==> config.mk <==
export PLATFORM = sky130hd
export DESIGN_NAME = key_remap_table
export DESIGN_NICKNAME = d
export VERILOG_FILES = /design/src/rtl/key_remap_table.sv
export SDC_FILE = /design/constraint.sdc
export NUM_CORES = 1
export LEC_CHECK = 0
export ABC_AREA = 1
export CORE_MARGIN = 1.5
export CORE_UTILIZATION = 51
export CTS_CLUSTER_SIZE = 12
export DETAILED_ROUTE_END_ITERATION = 6
export PLACE_DENSITY = 0.79
export SYNTH_ARGS = -nofsm -noshare
export SYNTH_HDL_FRONTEND = slang
export SYNTH_SLANG_ARGS = --single-unit
==> constraint.sdc <==
create_clock -name clk -period 1.78 [get_ports clk]
set_clock_uncertainty 0.05 [all_clocks]
set_input_delay 0.178 -clock clk [delete_from_list [all_inputs] [get_ports clk]]
set_output_delay 0.178 -clock clk [all_outputs]
set_load 0.02 [all_outputs]
==> src/rtl/key_remap_table.sv <==
// Learnable key-to-note remapper: LEARN binds note codes 1..NUM_KEYS to keys on debounced
// pick presses; PLAY translates a single pressed key through the table into a note code.
module key_remap_table #(
    parameter int unsigned NUM_KEYS = 7,
    parameter int unsigned NOTE_W   = 4,
    parameter int unsigned TICK_DIV = 4
) (
    input  logic                clk,
    input  logic                rst,
    input  logic                en,
    input  logic [NUM_KEYS-1:0] keys,
    input  logic                pick,
    input  logic                relearn,
    output logic [NOTE_W-1:0]   note_out,
    output logic                learning,
    output logic [NOTE_W-1:0]   learn_idx,
    output logic                bind_ack
);

    localparam int unsigned KIDX_W = (NUM_KEYS > 1) ? $clog2(NUM_KEYS) : 1;
    localparam int unsigned CNT_W  = (TICK_DIV > 1) ? $clog2(TICK_DIV) : 1;

    typedef enum logic {
        S_LEARN = 1'b0,
        S_PLAY  = 1'b1
    } state_e;

    state_e              state_q, state_d;
    logic [NOTE_W-1:0]   idx_q, idx_d;
    logic [NOTE_W-1:0]   map_q [NUM_KEYS];
    logic [NOTE_W-1:0]   map_d [NUM_KEYS];
    logic [CNT_W-1:0]    cnt_q, cnt_d;
    logic                pick_s_q, pick_s_d;
    logic                pick_p_q, pick_p_d;
    logic [NOTE_W-1:0]   note_out_q, note_out_d;
    logic                learning_q, learning_d;
    logic [NOTE_W-1:0]   learn_idx_q, learn_idx_d;
    logic                bind_ack_q, bind_ack_d;

    logic                tick;
    logic                pick_edge;
    logic                onehot;
    logic [KIDX_W-1:0]   kidx;
    logic [NUM_KEYS-1:0] keys_m1;

    // Single-key decode: exactly one bit set, and its position.
    always_comb begin
        keys_m1 = keys - NUM_KEYS'(1);
        onehot  = (|keys) && !(|(keys & keys_m1));
        kidx    = '0;
        for (int i = 0; i < NUM_KEYS; i++) begin
            if (keys[i]) kidx = KIDX_W'(i);
        end
    end

    assign tick      = (cnt_q == CNT_W'(TICK_DIV - 1));
    assign pick_edge = tick & pick_s_q & ~pick_p_q;

    // Next-state, table update and registered outputs.
    always_comb begin
        state_d    = state_q;
        idx_d      = idx_q;
        map_d      = map_q;
        cnt_d      = cnt_q;
        pick_s_d   = pick_s_q;
        pick_p_d   = pick_p_q;
        bind_ack_d = 1'b0;
        note_out_d = '0;

        if (en) begin
            cnt_d = tick ? '0 : cnt_q + CNT_W'(1);
            if (tick) begin
                pick_p_d = pick_s_q;
                pick_s_d = pick;
            end

            if (relearn) begin
                state_d = S_LEARN;
                idx_d   = NOTE_W'(1);
            end else if (state_q == S_LEARN && pick_edge && onehot) begin
                map_d[kidx] = idx_q;
                bind_ack_d  = 1'b1;
                if (idx_q == NOTE_W'(NUM_KEYS)) begin
                    state_d = S_PLAY;
                    idx_d   = NOTE_W'(1);
                end else begin
                    idx_d = idx_q + NOTE_W'(1);
                end
            end

            if (state_q == S_LEARN) note_out_d = idx_q;
            else if (onehot)        note_out_d = map_q[kidx];
        end

        learning_d  = (state_d == S_LEARN);
        learn_idx_d = learning_d ? idx_d : '0;
    end

    always_ff @(posedge clk or negedge rst) begin
        if (!rst) begin
            state_q     <= S_LEARN;
            idx_q       <= NOTE_W'(1);
            cnt_q       <= '0;
            pick_s_q    <= 1'b0;
            pick_p_q    <= 1'b0;
            note_out_q  <= '0;
            learning_q  <= 1'b1;
            learn_idx_q <= NOTE_W'(1);
            bind_ack_q  <= 1'b0;
            for (int i = 0; i < NUM_KEYS; i++) map_q[i] <= NOTE_W'(i + 1);
        end else begin
            state_q     <= state_d;
            idx_q       <= idx_d;
            cnt_q       <= cnt_d;
            pick_s_q    <= pick_s_d;
            pick_p_q    <= pick_p_d;
            note_out_q  <= note_out_d;
            learning_q  <= learning_d;
            learn_idx_q <= learn_idx_d;
            bind_ack_q  <= bind_ack_d;
            for (int i = 0; i < NUM_KEYS; i++) map_q[i] <= map_d[i];
        end
    end

    assign note_out  = note_out_q;
    assign learning  = learning_q;
    assign learn_idx = learn_idx_q;
    assign bind_ack  = bind_ack_q;

endmodule
==> reports/metrics.csv <==
stage,metric,value,unit
worst_setup_path,CP Launch Type,flip-flop,
floorplan,die width,71.37,um
placement,GPL Wtd Cong,0.8608,
worst_setup_path,CP max FO,8,
routing,via count,2096,
worst_setup_path,"Data arrival, critical path",1.91,ns
floorplan,DIE AREA,5093,sq um
global_routing,first-pass GRT wire length,9177,um
floorplan,CORE AREA,4414,sq um
clock_network,CTS Sinks,47,
sta,Final setup viols,0,
placement,HPWL Detailed,3756,um
floorplan,Site Rows,24,
job,MaxCap Viol Count,0,
finish,nets,353,
sta,worst-margin pin slew,0.3872,ns
synthesis,synth top area cells,"dfrtp_1 (34%), dfstp_2 (17%), nand2_1 (14%)",
pwr,sequential power share,0.481,
worst_setup_path,CP cell instances,"ha_4, nand2_4, nor3_4, nand4_4, nor2_8, buf_12, nand3_4, nand2_1, o21ai_1",
sta,final hold violation count,0,
clock_network,"Clk Latency, worst-skew pair",0.31,ns
clock_network,TritonCTS clock tree,done,
sta,headroom to the max-slew limit,0.7410,
pwr,Peak VDD IR,0.4937,mV
synthesis,Post-Syn Area,2384,sq um
finish,Syn-to-layout area delta,31.65,%
routing,Pre-Repair DR Iteration Count,4,
sta,worst hold slack,0.2673,ns
sta,max-slew violations,0,
synthesis,"Seq/Total Area, Yosys",0.5013,
sta,Final Cycle Share,0.9994,
synthesis,post-synth top area share,0.3360,
worst_setup_path,Worst EP required,1.91,ns
finish,proportion of layout cells with a drive suffix above 1,0.2941,
sta,Max Freq,562.1,MHz
floorplan,Die H,71.37,um
pwr,Gate power share,0.189,
finish,post-route non-filler standard cell count,392,
clock_network,Clock transition at path regs,0.10,ns
synthesis,gate count after technology mapping,280,
clock_network,H-tree Lvls,2,
worst_setup_path,critical path's slowest cell,dfrtp_1,
pwr,net switching power figure,0.0006697,W
sta,crit path time final,1.779,ns
pwr,LEAKAGE,1.462,nW
placement,pre-CTS setup slack,-0.2962,ns
synthesis,Mapped Nets,294,
finish,diode count,0,
sta,final worst setup slack,0.001016,ns
placement,Cells after DPL,374,
synthesis,YS warnings,0,
clock_network,CTS Buf Count,5,
pwr,P_int,0.001789,W
synthesis,post-synthesis register bit count,47,
global_routing,pin count of the biggest net entering global routing,34,
placement,# port buffers,21,
pwr,PwrDens,783.4,nW/um^2
clock_network,CTS max path bufs,2,
routing,DRC Markers,0,
min_path,Hold WC Path Type,in -> async,
global_routing,GR Util All Layers,0.2329,
sta,unrepaired setup endpoints after global routing,true,
routing,Vias per Instance,5.347,
finish,Final Util,0.7109,
routing,drt wl/cell,14.33,um
pwr,sw frac,0.2724,
worst_setup_path,crit path kind,reg -> reg,
run_status,status,"finished, final reports clean",
routing,initial DRC count,130,
sta,setup TNS,0,ns
routing,Post-Route WL,5616,um
synthesis,"Distinct cells, synth",29,
global_routing,initial antenna violation count,0,
floorplan,Initial Util,0.5400,
worst_setup_path,CP max stage delay,0.40,ns
floorplan,I/O pin cnt,22,
synthesis,"area leader, netlist",dfrtp_1,
clock_network,clk root buf,clkbuf_8,
pwr,Clk pwr share,0.331,
worst_setup_path,CP endpoint kind,flip-flop,
global_routing,remaining global-route overflow,0,
global_routing,vias in the first global route,2082,
routing,Post-DRT Antenna Nets,0,
synthesis,Syn Area/Cell,8.513,sq um
[timing repair]
action,CTS,global route
buffers inserted,3,6
endpoints found under the setup margin,27,39
gates resized for setup,2,23
hold buffers,1,0
pin swaps,3,9
hold endpoints to repair,11,0
[sequential cells by signal, summed over array words and instances (netlist names)]
| signal | cells |
|---|---|
| pick_p_q | 1 |
| learn_idx | 4 |
| map_q | 28 |
| bind_ack | 1 |
| learning | 1 |
| state_q | 1 |
| pick_s_q | 1 |
| idx_q | 4 |
| note_out | 4 |
| cnt_q | 2 |
[per-layer routing]
metal	wire length, um	global-route usage	up-vias
met4	125	0.1048	0
met1	2370	0.3048	995
li1	-	-	1025
met2	2790	0.3796	61
met5	0	0	-
met3	329	0.04219	15
[power by group through the flow]
| stage | registers, W | logic, W | clock network [W] |
|---|---|---|---|
| 2_1_floorplan | 0.00118 | 0.000178 | 0 |
| 3_3_place_gp | 0.00118 | 0.000324 | 0 |
| 3_5_place_dp | 0.00119 | 0.000335 | 0 |
| 4_1_cts | 0.00117 | 0.000373 | 0.000822 |
| 5_1_grt | 0.00119 | 0.000507 | 0.000854 |
| 6_report | 0.00118 | 0.000463 | 0.000813 |
[stage by stage]
stage                     power, W  instance area, sq um
final                     0.002458                  3138
after global routing      0.002549                  3138
after CTS                 0.002364                  2994
after detailed placement  0.001521                  2836
after global placement    0.001508                  2836
after floorplan           0.001361                  2384
[layout by cell type, fill, tap and decap left out, types with 3 or more instances in the layout]
master           instances
nand2_1                 76
dfrtp_1                 32
buf_4                   31
o21ai_1                 26
nor2_1                  22
clkdlybuf4s50_1         18
inv_1                   15
dfstp_2                 15
nand3b_1                12
nand2_2                 10
nand3_1                 10
inv_2                    8
o21ai_0                  7
a21oi_1                  6
nand3_4                  5
clkbuf_8                 5
clkinv_1                 4
nand2_4                  4
o22ai_1                  3
nor3_1                   3
[synthesized netlist by cell type, drive strengths merged]
cell / number
o21bai: 1
nand3: 17
nand2: 90
a21oi: 6
o21ai: 35
nor3: 5
nor2: 26
ha: 2
or2: 2
clkinv: 4
dfstp: 15
buf: 2
inv: 23
xnor2: 1
nand4: 2
nand3b: 12
o22ai: 3
dfrtp: 32
clkbuf: 2
[kinds of logic (layout without fill, tap and decap cells)]
kind of cell | after synthesis | after routing | synth area share
flops | 47 | 47 | 0.5013
xor+xnor | 1 | 1 | 0.003675
simple gates | 154 | 154 | 0.3328
buf+inv | 31 | 91 | 0.04987
compound gates | 45 | 45 | 0.1018
fa+ha+maj | 2 | 2 | 0.01050
[final cells by class]
cell class | count | area, sq um
Multi-Input combinational cell | 202 | 1156
Inverter | 27 | 101.3
Timing Repair Buffer | 56 | 504.2
Tap cell | 52 | 65.06
Clock inverter | 3 | 47.55
Fill cell | 332 | 1276
Clock buffer | 5 | 68.82
Sequential cell | 47 | 1195
[critical path, delay by kind of cell, from the launching register on]
family / cells / cell delay, ns
flip-flops: 1 / 0.40
AND/OR/NAND/NOR: 6 / 0.82
buffers and inverters: 1 / 0.14
adder cells (fa/ha/maj): 1 / 0.17
AO/OA/AOI/OAI: 1 / 0.06
[path summary, 6_finish.rpt]
path                                         end                   from  slack [ns]  cells after the start
min in group clk            pick_s_q$_DFFE_PN0P_                   pick        0.38                      3
hold reg to reg            map_q[14]$_DFFE_PN1P_  map_q[14]$_DFFE_PN1P_        0.43                      2
setup reg to reg           map_q[13]$_DFFE_PN0P_   cnt_q[1]$_DFFE_PN0P_       0.001                      9
setup / recovery           map_q[13]$_DFFE_PN0P_   cnt_q[1]$_DFFE_PN0P_       0.001                      9
max in group asynchronous   map_q[5]$_DFFE_PN1P_                    rst        0.84                      3
hold / removal                 state_q$_DFF_PN0_                    rst        0.27                      2
Note: power is estimated with default switching activity, not from simulation.
